`src/rtl/hazard_ctrl_mc.sv`:
```
// ---------------------------------------------------------------------------
// hazard_ctrl_mc
// Hazard unit for a 5-stage pipeline that can also hold a multicycle
// instruction in E. It forwards GPR and CSR operands, detects load-use
// hazards, resolves taken branches, and freezes F/D/E while a multicycle
// instruction is still working.
//
// Ports
//   clk, reset                 clock, synchronous active-high reset
//   Rs1D, Rs2D, UsesRs1D/2D    D-stage sources and whether they are read
//   Rs1E, Rs2E, RdE            E-stage sources and destination
//   RdM, RdWB, RegWriteM/WB    later-stage destinations and write enables
//   ResultSrcE                 E-stage result select (load detection)
//   PCSrcE                     branch/jump taken in E
//   McE                        E instruction is multicycle (level)
//   CSRReadE, CSRAddrE/M/WB    CSR read in E and per-stage CSR addresses
//   CSRWriteM/WB               M / WB write a CSR
//   StallF/D/E, FlushD/E/M     pipeline register controls
//   ForwardAE/BE, ForwardCSRE  operand selects: 00 file, 01 WB, 10 M
//   McBusy                     multicycle stall active this cycle
//   McDoneE                    final E cycle of a multicycle instruction
//
// The controls are combinational: a multicycle stall has to take effect in
// the very cycle the instruction arrives in E, so they cannot be registered.
// ---------------------------------------------------------------------------
module hazard_ctrl_mc #(
    parameter int              MC_LATENCY = 4,
    parameter int              RS_W       = 3,
    parameter logic [RS_W-1:0] LOAD_SRC   = 3'b001
) (
    input  logic            clk,
    input  logic            reset,
    input  logic [4:0]      Rs1D,
    input  logic [4:0]      Rs2D,
    input  logic            UsesRs1D,
    input  logic            UsesRs2D,
    input  logic [4:0]      Rs1E,
    input  logic [4:0]      Rs2E,
    input  logic [4:0]      RdE,
    input  logic [4:0]      RdM,
    input  logic [4:0]      RdWB,
    input  logic            RegWriteM,
    input  logic            RegWriteWB,
    input  logic [RS_W-1:0] ResultSrcE,
    input  logic            PCSrcE,
    input  logic            McE,
    input  logic            CSRReadE,
    input  logic [11:0]     CSRAddrE,
    input  logic [11:0]     CSRAddrM,
    input  logic [11:0]     CSRAddrWB,
    input  logic            CSRWriteM,
    input  logic            CSRWriteWB,
    output logic            StallF,
    output logic            StallD,
    output logic            StallE,
    output logic            FlushD,
    output logic            FlushE,
    output logic            FlushM,
    output logic [1:0]      ForwardAE,
    output logic [1:0]      ForwardBE,
    output logic [1:0]      ForwardCSRE,
    output logic            McBusy,
    output logic            McDoneE
);

    typedef enum logic {
        IDLE = 1'b0,
        BUSY = 1'b1
    } state_t;

    localparam logic [3:0] MC_LAT_C = 4'(MC_LATENCY);

    state_t     state_q, state_d;
    logic [3:0] cnt_q, cnt_d;
    logic [3:0] cnt_inc_s;
    logic       mcstall_s;
    logic       mc_done_s;
    logic       pc_src_eff_s;
    logic       lw_s;

    // GPR forward select: M beats WB, x0 never forwards.
    function automatic logic [1:0] gpr_fwd(input logic [4:0] rs,
                                           input logic [4:0] rd_m,
                                           input logic       we_m,
                                           input logic [4:0] rd_wb,
                                           input logic       we_wb);
        logic [1:0] sel;
        if (we_m && (rs == rd_m) && (rs != 5'd0)) begin
            sel = 2'b10;
        end else if (we_wb && (rs == rd_wb) && (rs != 5'd0)) begin
            sel = 2'b01;
        end else begin
            sel = 2'b00;
        end
        return sel;
    endfunction

    // CSR forward select: M beats WB, only when E actually reads a CSR.
    function automatic logic [1:0] csr_fwd(input logic        rd_e,
                                           input logic [11:0] addr_e,
                                           input logic [11:0] addr_m,
                                           input logic        we_m,
                                           input logic [11:0] addr_wb,
                                           input logic        we_wb);
        logic [1:0] sel;
        if (rd_e && we_m && (addr_m == addr_e)) begin
            sel = 2'b10;
        end else if (rd_e && we_wb && (addr_wb == addr_e)) begin
            sel = 2'b01;
        end else begin
            sel = 2'b00;
        end
        return sel;
    endfunction

    assign cnt_inc_s = cnt_q + 4'd1;

    // Multicycle FSM next state: cnt counts E cycles already spent.
    always_comb begin
        state_d   = state_q;
        cnt_d     = cnt_q;
        mcstall_s = 1'b0;
        mc_done_s = 1'b0;
        if (reset) begin
            state_d = IDLE;
            cnt_d   = 4'd0;
        end else begin
            case (state_q)
                IDLE: begin
                    if (McE) begin
                        if (MC_LATENCY > 1) begin
                            mcstall_s = 1'b1;
                            state_d   = BUSY;
                            cnt_d     = 4'd1;
                        end else begin
                            // Single-cycle "multicycle" op finishes at once.
                            mc_done_s = 1'b1;
                            state_d   = IDLE;
                            cnt_d     = 4'd0;
                        end
                    end else begin
                        state_d = IDLE;
                        cnt_d   = 4'd0;
                    end
                end
                BUSY: begin
                    // McE is ignored here: the held instruction owns E.
                    if (cnt_inc_s == MC_LAT_C) begin
                        mc_done_s = 1'b1;
                        state_d   = IDLE;
                        cnt_d     = 4'd0;
                    end else begin
                        mcstall_s = 1'b1;
                        state_d   = BUSY;
                        cnt_d     = cnt_inc_s;
                    end
                end
                default: begin
                    state_d = IDLE;
                    cnt_d   = 4'd0;
                end
            endcase
        end
    end

    // Taken-branch qualifier and load-use detection; a branch seen while the
    // FSM is BUSY belongs to no real instruction and is dropped.
    always_comb begin
        if (state_q == IDLE) begin
            pc_src_eff_s = PCSrcE;
        end else begin
            pc_src_eff_s = 1'b0;
        end
        lw_s = (ResultSrcE == LOAD_SRC) && (RdE != 5'd0) &&
               ((UsesRs1D && (Rs1D == RdE)) || (UsesRs2D && (Rs2D == RdE))) &&
               !pc_src_eff_s;
    end

    // Pipeline controls and forwarding selects.
    always_comb begin
        StallF      = 1'b0;
        StallD      = 1'b0;
        StallE      = 1'b0;
        FlushD      = 1'b0;
        FlushE      = 1'b0;
        FlushM      = 1'b0;
        ForwardAE   = 2'b00;
        ForwardBE   = 2'b00;
        ForwardCSRE = 2'b00;
        if (reset) begin
            FlushD = 1'b1;
            FlushE = 1'b1;
            FlushM = 1'b1;
        end else begin
            ForwardAE   = gpr_fwd(Rs1E, RdM, RegWriteM, RdWB, RegWriteWB);
            ForwardBE   = gpr_fwd(Rs2E, RdM, RegWriteM, RdWB, RegWriteWB);
            ForwardCSRE = csr_fwd(CSRReadE, CSRAddrE, CSRAddrM, CSRWriteM,
                                  CSRAddrWB, CSRWriteWB);
            if (mcstall_s) begin
                // Freeze F/D/E and bubble M; load-use is moot while frozen,
                // which also keeps FlushE and StallE mutually exclusive.
                StallF = 1'b1;
                StallD = 1'b1;
                StallE = 1'b1;
                FlushM = 1'b1;
            end else begin
                StallF = lw_s;
                StallD = lw_s;
                FlushD = pc_src_eff_s;
                FlushE = pc_src_eff_s | lw_s;
            end
        end
        McBusy  = mcstall_s;
        McDoneE = mc_done_s;
    end

    // FSM state and cycle counter.
    always_ff @(posedge clk) begin
        if (reset) begin
            state_q <= IDLE;
            cnt_q   <= 4'd0;
        end else begin
            state_q <= state_d;
            cnt_q   <= cnt_d;
        end
    end

endmodule

```
`config.mk`:
```
export PLATFORM = sky130hd
export DESIGN_NAME = hazard_ctrl_mc
export DESIGN_NICKNAME = d
export VERILOG_FILES = /design/src/rtl/hazard_ctrl_mc.sv
export SDC_FILE = /design/constraint.sdc
export NUM_CORES = 1
export LEC_CHECK = 0
export BUFFER_PORTS_ARGS = -buffer_cell sky130_fd_sc_hd__clkbuf_2
export CORE_UTILIZATION = 39
export DETAILED_ROUTE_END_ITERATION = 16
export GPL_TIMING_DRIVEN = 0
export PLACE_DENSITY = 0.93
export SYNTH_ARGS = -nofsm -noshare
export SYNTH_HDL_FRONTEND = slang
export SYNTH_SLANG_ARGS = --single-unit
```
`constraint.sdc`:
```
create_clock -name clk -period 5.03 [get_ports clk]
set_clock_uncertainty 0.2 [all_clocks]
set_input_delay 0.7545 -clock clk [delete_from_list [all_inputs] [get_ports clk]]
set_output_delay 0.7545 -clock clk [all_outputs]
set_load 0.03 [all_outputs]
```
== After elaboration in Yosys (flattened, before gate mapping) ==
Cells that the tools add are included.

* Bitwise logic cells: 2
* Divide/modulo/power cells: 0
* Multipliers: 0
* Add/subtract/negate cells: 1
* Reductions and logical operators: 22
* Muxes and demuxes: 29
* $lt $le $gt $ge: 0
* Eq/ne operators: 10
* Shift-type cells: 0

{| class="wikitable"
|+ Operators by type and width
! operator !! count
|-
| $eq 5x5->1 || 6
|-
| $eq 12x12->1 || 2
|-
| $mux 1 || 19
|-
| $logic_and 1x1->1 || 17
|-
| $reduce_bool 5->1 || 3
|-
| $mux 2 || 6
|-
| $pmux 4 s2 || 1
|-
| $add 4x1->4 const B || 1
|-
| $eq 4x3->1 const B || 1
|-
| $mux 4 || 1
|-
| $pmux 1 s2 || 2
|-
| $eq 3x1->1 const B || 1
|-
| $logic_not 1->1 || 1
|-
| $logic_or 1x1->1 || 1
|-
| $not 1->1 || 1
|-
| $or 1x1->1 || 1
|}

* Output and inout port bits: 14
* Memory bits (writable): 0
* Register bits: 5
* Bits of input ports: 85
* Memory bits (read-only): 0
* Bits in latches: 0
* Memories: 0

== Logic depth before layout (Yosys ltp) ==
Gate-level depths: netlist of the first run.

* Word-level depth: 8
* Gate-level depth with buffers: 5
* Mapped depth without buffers: 5

== Worst setup path before layout of the first run ==
OpenSTA, ideal clock, no wires.

* Path kind: input -> output
* Start: input port CSRAddrE[6]
* End: output port ForwardCSRE[0]
* Cell stages on the path: 4
* Data arrival time: 2167 ps
* Path buffers: 0
* Path slack: 1908 ps
* Path through: xor2_1 > nor4_1 > nand4_1 > nor4_1

* Longest elaborated chain between the ends: 5
* Elaborated cells on any way between the ends: 7
* Classes of those cells: eq/ne (2); mux (3); reduce/logical (2)

{| class="wikitable"
|+ Ends and longest elaborated chain
! what !! line !! source
|-
| from (decl) || 48 || <nowiki>input logic [11:0] CSRAddrE,</nowiki>
|-
| $eq 12x12->1 || 108 || <nowiki>end else if (rd_e && we_wb && (addr_wb == addr_e)) begin</nowiki>
|-
| $logic_and 1x1->1 || 108 ||
|-
| $mux 1 || 108 ||
|-
| $mux 2 (*) || 106 || <nowiki>if (rd_e && we_m && (addr_m == addr_e)) begin</nowiki>
|-
| $mux 2 (*) || 190 || <nowiki>if (reset) begin</nowiki>
|-
| to (decl) || 61 || <nowiki>output logic [1:0] ForwardCSRE,</nowiki>
|}

Mark *: on every way between the ends. The rest lies on a longest branch, timed or not.

== Worst setup path after layout of the first run ==
* Start: input port Rs1E[1]
* End: output port ForwardAE[0]

* Longest elaborated chain between the ends: 6
* Elaborated cells on any way between the ends: 10
* Classes of those cells: eq/ne (2); mux (3); reduce/logical (5)

{| class="wikitable"
|+ Ends and longest elaborated chain
! what !! line !! source
|-
| from (decl) || 37 || <nowiki>input logic [4:0] Rs1E,</nowiki>
|-
| $eq 5x5->1 || 90 || <nowiki>end else if (we_wb && (rs == rd_wb) && (rs != 5'd0)) begin</nowiki>
|-
| $logic_and 1x1->1 (2 in series) || 90 ||
|-
| $mux 1 || 90 ||
|-
| $mux 2 (*) || 88 || <nowiki>if (we_m && (rs == rd_m) && (rs != 5'd0)) begin</nowiki>
|-
| $mux 2 (*) || 190 ||
|-
| to (decl) || 59 || <nowiki>output logic [1:0] ForwardAE,</nowiki>
|}

Marks and branches as above.

==> qor.csv, run 1 <==
stage;metric;value;unit
power;Lkg Pwr;0.7391;nW
job;MaxCap Viol Count;0;
critical_path;Worst setup SP type;primary input;
synthesis;adder-cell share of the synthesized area;1.247;%
power;maximum vdd drop;0.1220;mV
cells_and_area;layout cells sized above 1;49.55;%
global_routing;initial antenna violation count;0;
detailed_routing;TritonRoute pass-1 iters;4;
cells_and_area;Layout Cells excl Fill;252;
clock_network;post-CTS setup buffers;0;
synthesis;largest family of logic cells by synthesized area;XOR/XNOR gates;
min_path;Hold Crit Start;cnt_q[0];
cells_and_area;P&R area growth vs syn;55.24;%
detailed_routing;final wirelength;2833;µm
sta;fin crit period;3.045;ns
critical_path;Worst R2R End;state_q;
clock_network;CTS root buf;clkbuf_4;
critical_path;slowest CP cell;or4_4;
sta;final hold slack;0.2676;ns
sta;final hold viol count;0;
place;detailed placer's ending HPWL;2609;µm
synthesis;Post-Synthesis Cells;120;
synthesis;top cell type's share of synthesized area;33.17;%
critical_path;slowest stage delay, CP;0.55;ns
global_routing;vias in the first global route;1153;
critical_path;Setup CP Type;primary input to output port;
synthesis;flops & latches, synth;5;
clock_network;Max clock buf depth;2;
run_status;status;finished clean;
global_routing;remaining global-route overflow;0;
critical_path;Critical Path RT;4.08;ns
critical_path;Critical Path Stages;6;
place;IO buf count;98;
clock_network;clock sinks;5;
floorplanning;Die X;52.73;µm
sta;Fin Setup TNS;0;ns
global_routing;largest net degree at the start of global routing;11;
sta;setup violators final;0;
synthesis;leading area contributor after synthesis;xnor2_1;
critical_path;CP max FO;3;
clock_network;Num CTS Buffers;3;
place;gp weighted congestion;0.7263;
detailed_routing;DRC;0;
critical_path;CP delay by family, top;simple AND/OR/NAND/NOR gates;
critical_path;reg-to-reg slack, setup;3.42;ns
synthesis;top cells by count, synth;xnor2_1 (38), xor2_1 (17), nand4_1 (8);
floorplanning;core box area;0.002455;mm²
synthesis;Synth async-reset ratio;0;%
critical_path;Buffers & Inverters on Critical Path;2;
synthesis;number of flops mapped to enable cells by yosys;0;
synthesis;XOR/XNOR Fraction of Synth Area;48.00;%
critical_path;Critical Path End;ForwardAE[0];
sta;Slew HR;67.77;%
detailed_routing;vias per cell;4.806;
global_routing;Global Route Usage Sum;21.07;%
detailed_routing;via count;1211;
critical_path;Reg2Reg Depth;4;
place;placed insts;248;
sta;RSZ-0062 raised after global routing;no;
critical_path;Worst Setup End Kind;output port;
floorplanning;Die H;52.73;µm
synthesis;Synth Area in Compound Gates;6.484;%
detailed_routing;DR WL/cell;11.24;µm
clock_network;TritonCTS clock tree;built;
clock_network;htree depth;1;
critical_path;r2r startpoint;cnt_q[0];
global_routing;first-pass GRT wire length;4395;µm
cells_and_area;layout filler cell count;223;
cells_and_area;# diodes;0;
floorplanning;IO Pins;99;
clock_network;Worst-path clk slew;0.04;ns
floorplanning;die area;0.002780;mm²
synthesis;syn_nets;206;
clock_network;Hold Buf Count CTS;0;
detailed_routing;DR iter-0 viols;14;
min_path;Hold Path Class;flop to flop;
synthesis;sequential share of the synthesized area;9.975;%
power;Power Dens Cells;131.2;mW/mm²
synthesis;Yosys warning count;0;
critical_path;worst-path cell chain;clkbuf_2, or4_4, nor2_4, nor4_2, nor4_2, clkbuf_2;
clock_network;cts repair resizes;0;
place;Post-DP Area;0.001531;mm²
synthesis;Cell variety after synth;30;
sta;Final period util;60.54;%
synthesis;dominant cells by area after synthesis;xnor2_1 (33%), xor2_1 (15%), dfxtp_1 (10%);
synthesis;mux cell area share after synthesis;0;%
synthesis;Synth Flop Type;dfxtp_1;
sta;Worst-Margin Slew;0.4824;ns
synthesis;Post-Synth Simple-Gate Area;32.42;%
cells_and_area;nets;309;
cells_and_area;Final Instance Area;0.001558;mm²
clock_network;worst skew pair latency;0.24;ns
synthesis;Post-Syn Area per Cell;8.362;µm²
sta;Max Clock Freq;0.3284;GHz
synthesis;Syn Std Cell Area;0.001003;mm²
critical_path;launch point of the worst path;Rs1E[1];
detailed_routing;post-route ant nets;0;
sta;Pins Over Slew Limit;0;
power;Total Power;0.2044;mW
critical_path;Worst EP arrival;2.09;ns
floorplanning;Initial Utilization;40.88;%
floorplanning;row count;18;
synthesis;count leader, synth;xnor2_1;
## metal layers
layer / vias to the layer above / global-route usage, % / share of wire, %
li1: 626 / - / -
met1: 540 / 22.50 / 39
met5: - / 0 / 0
met2: 43 / 41.35 / 56
met4: 0 / 7.456 / 0.56
met3: 2 / 2.319 / 5.0
## where the power goes
group	total (mW)	internal (mW)	switching (mW)
sequential	0.0429	0.0413	0.00157
combinational	0.115	0.0595	0.0554
clock	0.0466	0.0300	0.0166
total	0.204	0.131	0.0736
## worst reg2reg max path: cells and delay by family, from the launching register on
family	cells	cell delay, ns
flops	1	0.34
buf+inv	1	0.07
fa+ha+maj	1	0.18
simple gates	1	0.43
compound gates	1	0.28
## through the flow
step / utilization, % / setup WS, ns
after floorplan: - / 1.908
after global placement: 62.39 / 1.959
after detailed placement: 62.39 / 1.972
after CTS: 63.46 / 1.969
after global routing: 63.46 / 1.906
final: 63.46 / 1.985
## state kept, by name, indices dropped and copies added, names as in the netlist
signal,count
cnt_q,4
state_q,1
## cells by family (layout without fill, tap and decap cells)
kind of cell,after synthesis,in the layout
xor+xnor,55,55
simple gates,46,46
flops,5,5
buf+inv,4,106
fa+ha+maj,1,1
compound gates,9,9
## how the worst min path moves through the flow
stage / end / depth (start not counted)
2_1_floorplan: cnt_q[0] / 1
3_3_place_gp: cnt_q[0] / 1
3_5_place_dp: cnt_q[0] / 1
4_1_cts: cnt_q[0] / 1
5_1_grt: cnt_q[0] / 1
6_report: cnt_q[0] / 1
## layout by cell type (no fill, tap or decap)
| cell type | synthesis | routed |
|---|---|---|
| and2_0 | 1 | 1 |
| nor2b_1 | 4 | 4 |
| a21o_1 | 1 | 1 |
| or4_1 | 1 | 1 |
| buf_4 | 1 | 1 |
| nor4_1 | 5 | 5 |
| nand3b_1 | 2 | 2 |
| nand2b_1 | 4 | 4 |
| xnor2_1 | 38 | 38 |
| nand4b_1 | 1 | 1 |
| or4_4 | 2 | 2 |
| dfxtp_1 | 5 | 5 |
| nor2_4 | 2 | 2 |
| ha_1 | 1 | 1 |
| a211o_1 | 1 | 1 |
| o21ai_1 | 1 | 1 |
| nor3b_1 | 2 | 2 |
| o211a_1 | 1 | 1 |
| nor2_1 | 3 | 3 |
| and3b_1 | 1 | 1 |
| nor4_2 | 4 | 4 |
| xor2_1 | 17 | 17 |
| nand2_1 | 3 | 3 |
| a21oi_1 | 2 | 2 |
| inv_1 | 2 | 2 |
| nand3_1 | 3 | 3 |
| nand4_1 | 8 | 8 |
| a32oi_1 | 1 | 1 |
| o21bai_1 | 2 | 2 |
| clkbuf_2 | 0 | 98 |
| clkbuf_1 | 1 | 2 |
| clkbuf_4 | 0 | 3 |
## area by class of cell
| type | instances | area, µm² | share of cell area [%] |
|---|---|---|---|
| plain buffers | 2 | 11.26 | 0.7229 |
| clock buffers | 4 | 26.28 | 1.687 |
| inverters | 2 | 7.507 | 0.4819 |
| multi-input cells | 111 | 884.6 | 56.79 |
| flip-flops and latches | 5 | 100.1 | 6.426 |
| well taps | 30 | 37.54 | 2.410 |
| repair buffers | 98 | 490.5 | 31.49 |
No activity file was read; power rests on OpenSTA's default activity.
==> inputs of run 2 (changes only) <==
ABC_AREA = 1   (was default)
CORE_UTILIZATION = 40   (was 39)
PLACE_DENSITY = 0.88   (was 0.93)
clock period = 3 ns   (was 5.03 ns; I/O delays follow)
==> run 2 against run 1 <==
Net effect: wire length increased by 25%; critical path depth grew 2; sequential power rose by 69%; hold slack better by 0.030 ns; via count rose by 50%; highest routed layer unchanged; largest power group unchanged; final area is 19% higher; combinational power grew 83%; setup slack lost 1.2 ns; utilization shrank 2.8 points.
==> qor.csv, run 2 <==
stage;metric;value;unit
run_status;status;finished clean;
sta;Final period util;74.86;%
place;detailed placer's ending HPWL;3225;µm
critical_path;CP max FO;6;
critical_path;Reg2Reg Depth;6;
power;Pint;0.2141;mW
floorplanning;Die H;58.71;µm
detailed_routing;DR WL/cell;8.778;µm
min_path;Hold Crit Start;cnt_q[0];
cells_and_area;most frequent cells in the layout;clkbuf_2 (97), nand2_1 (76), inv_1 (58);
critical_path;Worst R2R End;state_q;
floorplanning;IO Pins;99;
power;combinational share of power;58.0;%
power;Lkg Pwr;1.177;nW
global_routing;vias in the first global route;1605;
sta;Max Clock Freq;0.4453;GHz
synthesis;Synth async-reset ratio;0;%
clock_network;Hold Buf Count CTS;0;
floorplanning;core box area;0.003053;mm²
cells_and_area;layout cells sized above 1;30.47;%
synthesis;count leader, synth;nand2_1;
critical_path;Setup CP Type;flop to output port;
power;switching power;0.1497;mW
clock_network;worst skew pair latency;0.25;ns
cells_and_area;commonest non-fill, non-tap cell in the layout;clkbuf_2;
floorplanning;Die X;58.71;µm
sta;final hold slack;0.2973;ns
detailed_routing;DRC;0;
sta;setup violators final;0;
sta;fin crit period;2.246;ns
synthesis;Post-Syn Area per Cell;4.947;µm²
critical_path;r2r startpoint;cnt_q[0];
cells_and_area;Biggest register;cnt_q;
critical_path;Critical Path RT;2.35;ns
synthesis;sequential share of the synthesized area;7.782;%
synthesis;Synth Flop Type;dfxtp_1;
sta;RSZ-0062 raised after global routing;no;
global_routing;largest net degree at the start of global routing;10;
clock_network;Worst-path clk slew;0.04;ns
cells_and_area;# diodes;0;
global_routing;initial antenna violation count;0;
clock_network;post-CTS setup buffers;0;
clock_network;cts repair resizes;0;
clock_network;htree depth;1;
cells_and_area;biggest regs;cnt_q: 4 flops, state_q: 1 flops;
place;Place WS;0.9164;ns
detailed_routing;via count;1818;
synthesis;flops & latches, synth;5;
synthesis;number of flops mapped to enable cells by yosys;0;
critical_path;Worst Setup End Kind;output port;
synthesis;Syn Std Cell Area;0.001286;mm²
critical_path;Worst setup SP type;flop;
synthesis;top cell type's share of synthesized area;22.18;%
cells_and_area;P&R area growth vs syn;44.07;%
global_routing;first-pass GRT wire length;5789;µm
synthesis;dominant cells by area after synthesis;nand2_1 (22%), inv_1 (17%), nor2_1 (13%);
detailed_routing;vias per cell;4.489;
synthesis;syn_nets;346;
synthesis;top cells by count, synth;nand2_1 (76), inv_1 (58), nor2_1 (46);
clock_network;CTS root buf;clkbuf_4;
clock_network;Max clock buf depth;2;
critical_path;reg-to-reg slack, setup;1.65;ns
clock_network;clock sinks;5;
synthesis;Post-Synthesis Cells;260;
min_path;Hold Path Class;flop to flop;
detailed_routing;final wirelength;3555;µm
job;MaxCap Viol Count;0;
floorplanning;Initial Utilization;42.13;%
sta;Worst-Margin Slew;0.2321;ns
global_routing;Global Route Usage Sum;21.13;%
floorplanning;row count;20;
sta;post-route setup slack;0.7541;ns
power;maximum vdd drop;0.3599;mV
synthesis;Cell variety after synth;24;
place;IO buf count;97;
sta;Pins Over Slew Limit;0;
critical_path;Worst EP arrival;1.60;ns
min_path;hold-critical path endpoint;cnt_q[0];
sta;final hold viol count;0;
floorplanning;die area;0.003446;mm²
synthesis;leading area contributor after synthesis;nand2_1;
global_routing;remaining global-route overflow;0;
power;sequential power share;19.9;%
detailed_routing;DR iter-0 viols;79;
cells_and_area;Largest register FFs;4;
place;gp weighted congestion;0.8130;
min_path;WHS Path Cells;1;
synthesis;Yosys warning count;0;
power;Power Dens Cells;196.3;mW/mm²
sta;Slew HR;84.36;%
clock_network;Num CTS Buffers;3;
power;Sw Share;41.14;%
power;Clock power frac;22.1;%
detailed_routing;TritonRoute pass-1 iters;4;
detailed_routing;post-route ant nets;0;
cells_and_area;nets;448;
sta;Fin Setup TNS;0;ns
clock_network;TritonCTS clock tree;built;
[run 2: cell count changes after synthesis, moves of 7 or more]
cell	before	now
nand2_1	3	76
inv_1	2	58
nor2_1	3	46
xnor2_1	38	8
o21ai_0	0	15
nand3_1	3	11
xor2_1	17	10
[run 2: stage by stage]
step	cells	util, %	power, mW	cell area [µm²]
6_report	405	60.70	0.3638	1853
5_1_grt	405	60.70	0.3997	1853
2_1_floorplan	260	-	0.1901	1286
3_3_place_gp	401	59.84	0.2806	1827
4_1_cts	405	60.70	0.3688	1853
3_5_place_dp	401	59.84	0.2853	1827
[run 2: metal layers]
layer	wire length, µm	part of all wire (%)	up-vias	track usage, %
met5	0	0	-	0
met4	23	0.65	0	6.122
met3	181	5.1	2	2.198
met2	1894	53	57	43.02
met1	1454	41	772	22.50
li1	-	-	987	-
[run 2: cell type report]
cell class              instances  area (µm²)
clock buffers                   4       26.28
fillers                       336        1200
repair buffers                 97       485.5
plain buffers                   2       18.77
well taps                      44       55.05
flip-flops and latches          5       100.1
inverters                      59       221.5
multi-input cells             194       945.9
[run 2: how the worst max path moves through the flow]
stage	start	end	slack [ns]
after floorplan	CSRAddrE[0]	ForwardCSRE[1]	0.89
after global placement	RdE[2]	StallF	0.92
after detailed placement	RdE[2]	StallF	0.92
after CTS	cnt_q[0]	StallF	0.74
after global routing	cnt_q[0]	StallF	0.62
final	cnt_q[0]	StallF	0.75
[run 2: kinds of logic after synthesis]
kind of cell / synth area share, %
fa+ha+maj: 0.9726
compound gates: 11.28
flops: 7.782
buf+inv: 18.68
xor+xnor: 12.26
simple gates: 49.03
[run 2: power by group through the flow]
stage	clock network (mW)	logic (mW)	registers, mW
final	0.0804	0.211	0.0723
after global routing	0.0871	0.240	0.0724
after global placement	0	0.207	0.0732
after CTS	0.0841	0.213	0.0722
after floorplan	0	0.117	0.0726
after detailed placement	0	0.212	0.0734
[run 2: worst max-delay path, cell delays in order, from the launching register on]
cell	delay [ns]
dfxtp_1	0.37
ha_1	0.20
inv_1	0.04
nor2_1	0.12
nand3_1	0.10
nand2_2	0.13
nand2_1	0.09
buf_4	0.13
clkbuf_2	0.17
==> inputs of run 3 (changes only) <==
CORE_UTILIZATION = 37   (was 40)
PLACE_DENSITY = 0.85   (was 0.88)
clock period = 1.9 ns   (was 3 ns; I/O delays follow)
==> run 3 against run 2 <==
Net effect: critical path depth stayed put; largest cell class unchanged; first-iteration DRC count rose by 34%; critical path type unchanged; power is 67% higher; non-clock buffer count grew 4; hold slack worse by 0.11 ns; clock power rose by 53%; critical endpoint is now StallE; combinational power increased by 75%; final cell count up 1.5%; global-route usage grew 0.28 points.
==> qor.csv, run 3 (synthesis gave the netlist of run 2 again) <==
stage;metric;value;unit
run_status;status;finished clean;
floorplanning;row count;21;
detailed_routing;DR WL/cell;9.265;µm
sta;Worst-Margin Slew;0.2388;ns
place;Place WS;0.03541;ns
place;gp weighted congestion;0.8051;
critical_path;Worst EP arrival;1.39;ns
detailed_routing;via count;1840;
global_routing;vias in the first global route;1612;
global_routing;Global Route Usage Sum;21.41;%
critical_path;CP max FO;4;
detailed_routing;DR iter-0 viols;106;
clock_network;clock sinks;5;
global_routing;remaining global-route overflow;0;
cells_and_area;Biggest register;cnt_q;
sta;final hold viol count;0;
floorplanning;die area;0.003716;mm²
floorplanning;Initial Utilization;38.55;%
clock_network;Num CTS Buffers;3;
sta;setup violators final;0;
clock_network;CTS root buf;clkbuf_4;
cells_and_area;most frequent cells in the layout;clkbuf_2 (91), nand2_1 (73), inv_1 (54);
cells_and_area;# diodes;0;
cells_and_area;layout cells sized above 1;35.07;%
clock_network;Max clock buf depth;2;
job;MaxCap Viol Count;0;
critical_path;Worst setup SP type;flop;
cells_and_area;layout filler cell count;347;
cells_and_area;multi-input logic area;988.4;µm²
floorplanning;Die X;60.96;µm
sta;RSZ-0062 raised after global routing;yes;
power;Lkg Pwr;1.208;nW
clock_network;worst skew pair latency;0.24;ns
critical_path;Worst Setup End Kind;output port;
cells_and_area;P&R area growth vs syn;55.16;%
sta;Pins Over Slew Limit;0;
cells_and_area;Seq. cell area;108.9;µm²
detailed_routing;DRC;0;
detailed_routing;vias per cell;4.477;
global_routing;first-pass GRT wire length;6016;µm
detailed_routing;final wirelength;3808;µm
cells_and_area;commonest non-fill, non-tap cell in the layout;clkbuf_2;
floorplanning;core box area;0.003337;mm²
clock_network;htree depth;1;
global_routing;initial antenna violation count;0;
critical_path;Setup CP Type;flop to output port;
clock_network;Hold Buf Count CTS;0;
clock_network;TritonCTS clock tree;built;
cells_and_area;Largest register FFs;4;
global_routing;largest net degree at the start of global routing;10;
cells_and_area;biggest regs;cnt_q: 4 flops, state_q: 1 flops;
sta;final hold slack;0.1903;ns
power;maximum vdd drop;0.2942;mV
place;IO buf count;97;
floorplanning;Die H;60.96;µm
place;detailed placer's ending HPWL;3159;µm
sta;fin crit period;1.878;ns
critical_path;Critical Path RT;1.41;ns
detailed_routing;post-route ant nets;0;
sta;Slew HR;84.01;%
sta;post-route setup slack;0.02205;ns
floorplanning;IO Pins;99;
power;Power Dens Cells;304.2;mW/mm²
cells_and_area;nets;452;
clock_network;Worst-path clk slew;0.04;ns
min_path;Hold Path Class;primary input to flop;
sta;Final period util;98.84;%
detailed_routing;TritonRoute pass-1 iters;6;
sta;Max Clock Freq;0.5325;GHz
-- run 3: cell types whose count changed in the layout (fill, tap and decap cells not counted), moves of 3 or more --
cell      previous run  this run
buf_8                0         4
clkbuf_2            97        91
dfxtp_1              5         2
inv_1               58        54
inv_2                1         4
nand2_1             76        73
-- run 3: cell type report --
cell class                      instances  share of cell area, %
Clock buffer                            4                  1.317
Inverter                               59                  11.22
Buffer                                  1                 0.5643
Timing Repair Buffer                  102                  29.03
Tap cell                               46                  2.884
Multi-Input combinational cell        194                  49.53
Sequential cell                         5                  5.455
-- run 3: per-layer routing --
| metal | vias up | global-route usage, % | routed length, µm |
|---|---|---|---|
| li1 | 991 | - | - |
| met1 | 774 | 23.66 | 1499 |
| met2 | 64 | 40.50 | 2022 |
| met3 | 11 | 3.838 | 209 |
| met4 | 0 | 7.792 | 76 |
| met5 | - | 0 | 0 |
-- run 3: timing repair --
| item | CTS | global route |
|---|---|---|
| endpoints found under the setup margin | 8 | 7 |
| gates cloned | 0 | 0 |
| pin swaps | 6 | 3 |
| resized for setup | 23 | 15 |
| buffers inserted | 4 | 1 |
-- run 3: worst paths after layout --
kind	startpoint	end	slack, ns	depth (start not counted)
max	cnt_q[0]	StallE	0.02	8
max reg2reg	cnt_q[0]	cnt_q[0]	0.57	7
min reg2reg	cnt_q[0]	cnt_q[0]	0.35	2
min	reset	cnt_q[1]	0.19	4
-- run 3: power breakdown --
| group | switching, mW | internal [mW] |
|---|---|---|
| clock | 0.0436 | 0.0794 |
| combinational | 0.197 | 0.172 |
| sequential | 0.00619 | 0.109 |
| total | 0.247 | 0.360 |
-- run 3: critical path, stage by stage (launching register included) --
cell     delay [ns]
dfxtp_4        0.36
buf_6          0.10
nand4_1        0.09
nand2_2        0.11
nand3_2        0.10
nand2_4        0.11
buf_6          0.12
inv_2          0.04
buf_8          0.13
-- run 3: metrics by stage --
stage / total power, mW / util, % / cell area [µm²] / std cells / setup TNS, ns
after floorplan: 0.3001 / - / 1286 / 260 / 0
after global placement: 0.4443 / 54.82 / 1829 / 403 / 0
after detailed placement: 0.4513 / 54.82 / 1829 / 403 / 0
after CTS: 0.6010 / 58.53 / 1953 / 410 / -0.03201
after global routing: 0.6719 / 59.81 / 1996 / 411 / -0.2221
final: 0.6071 / 59.81 / 1996 / 411 / 0
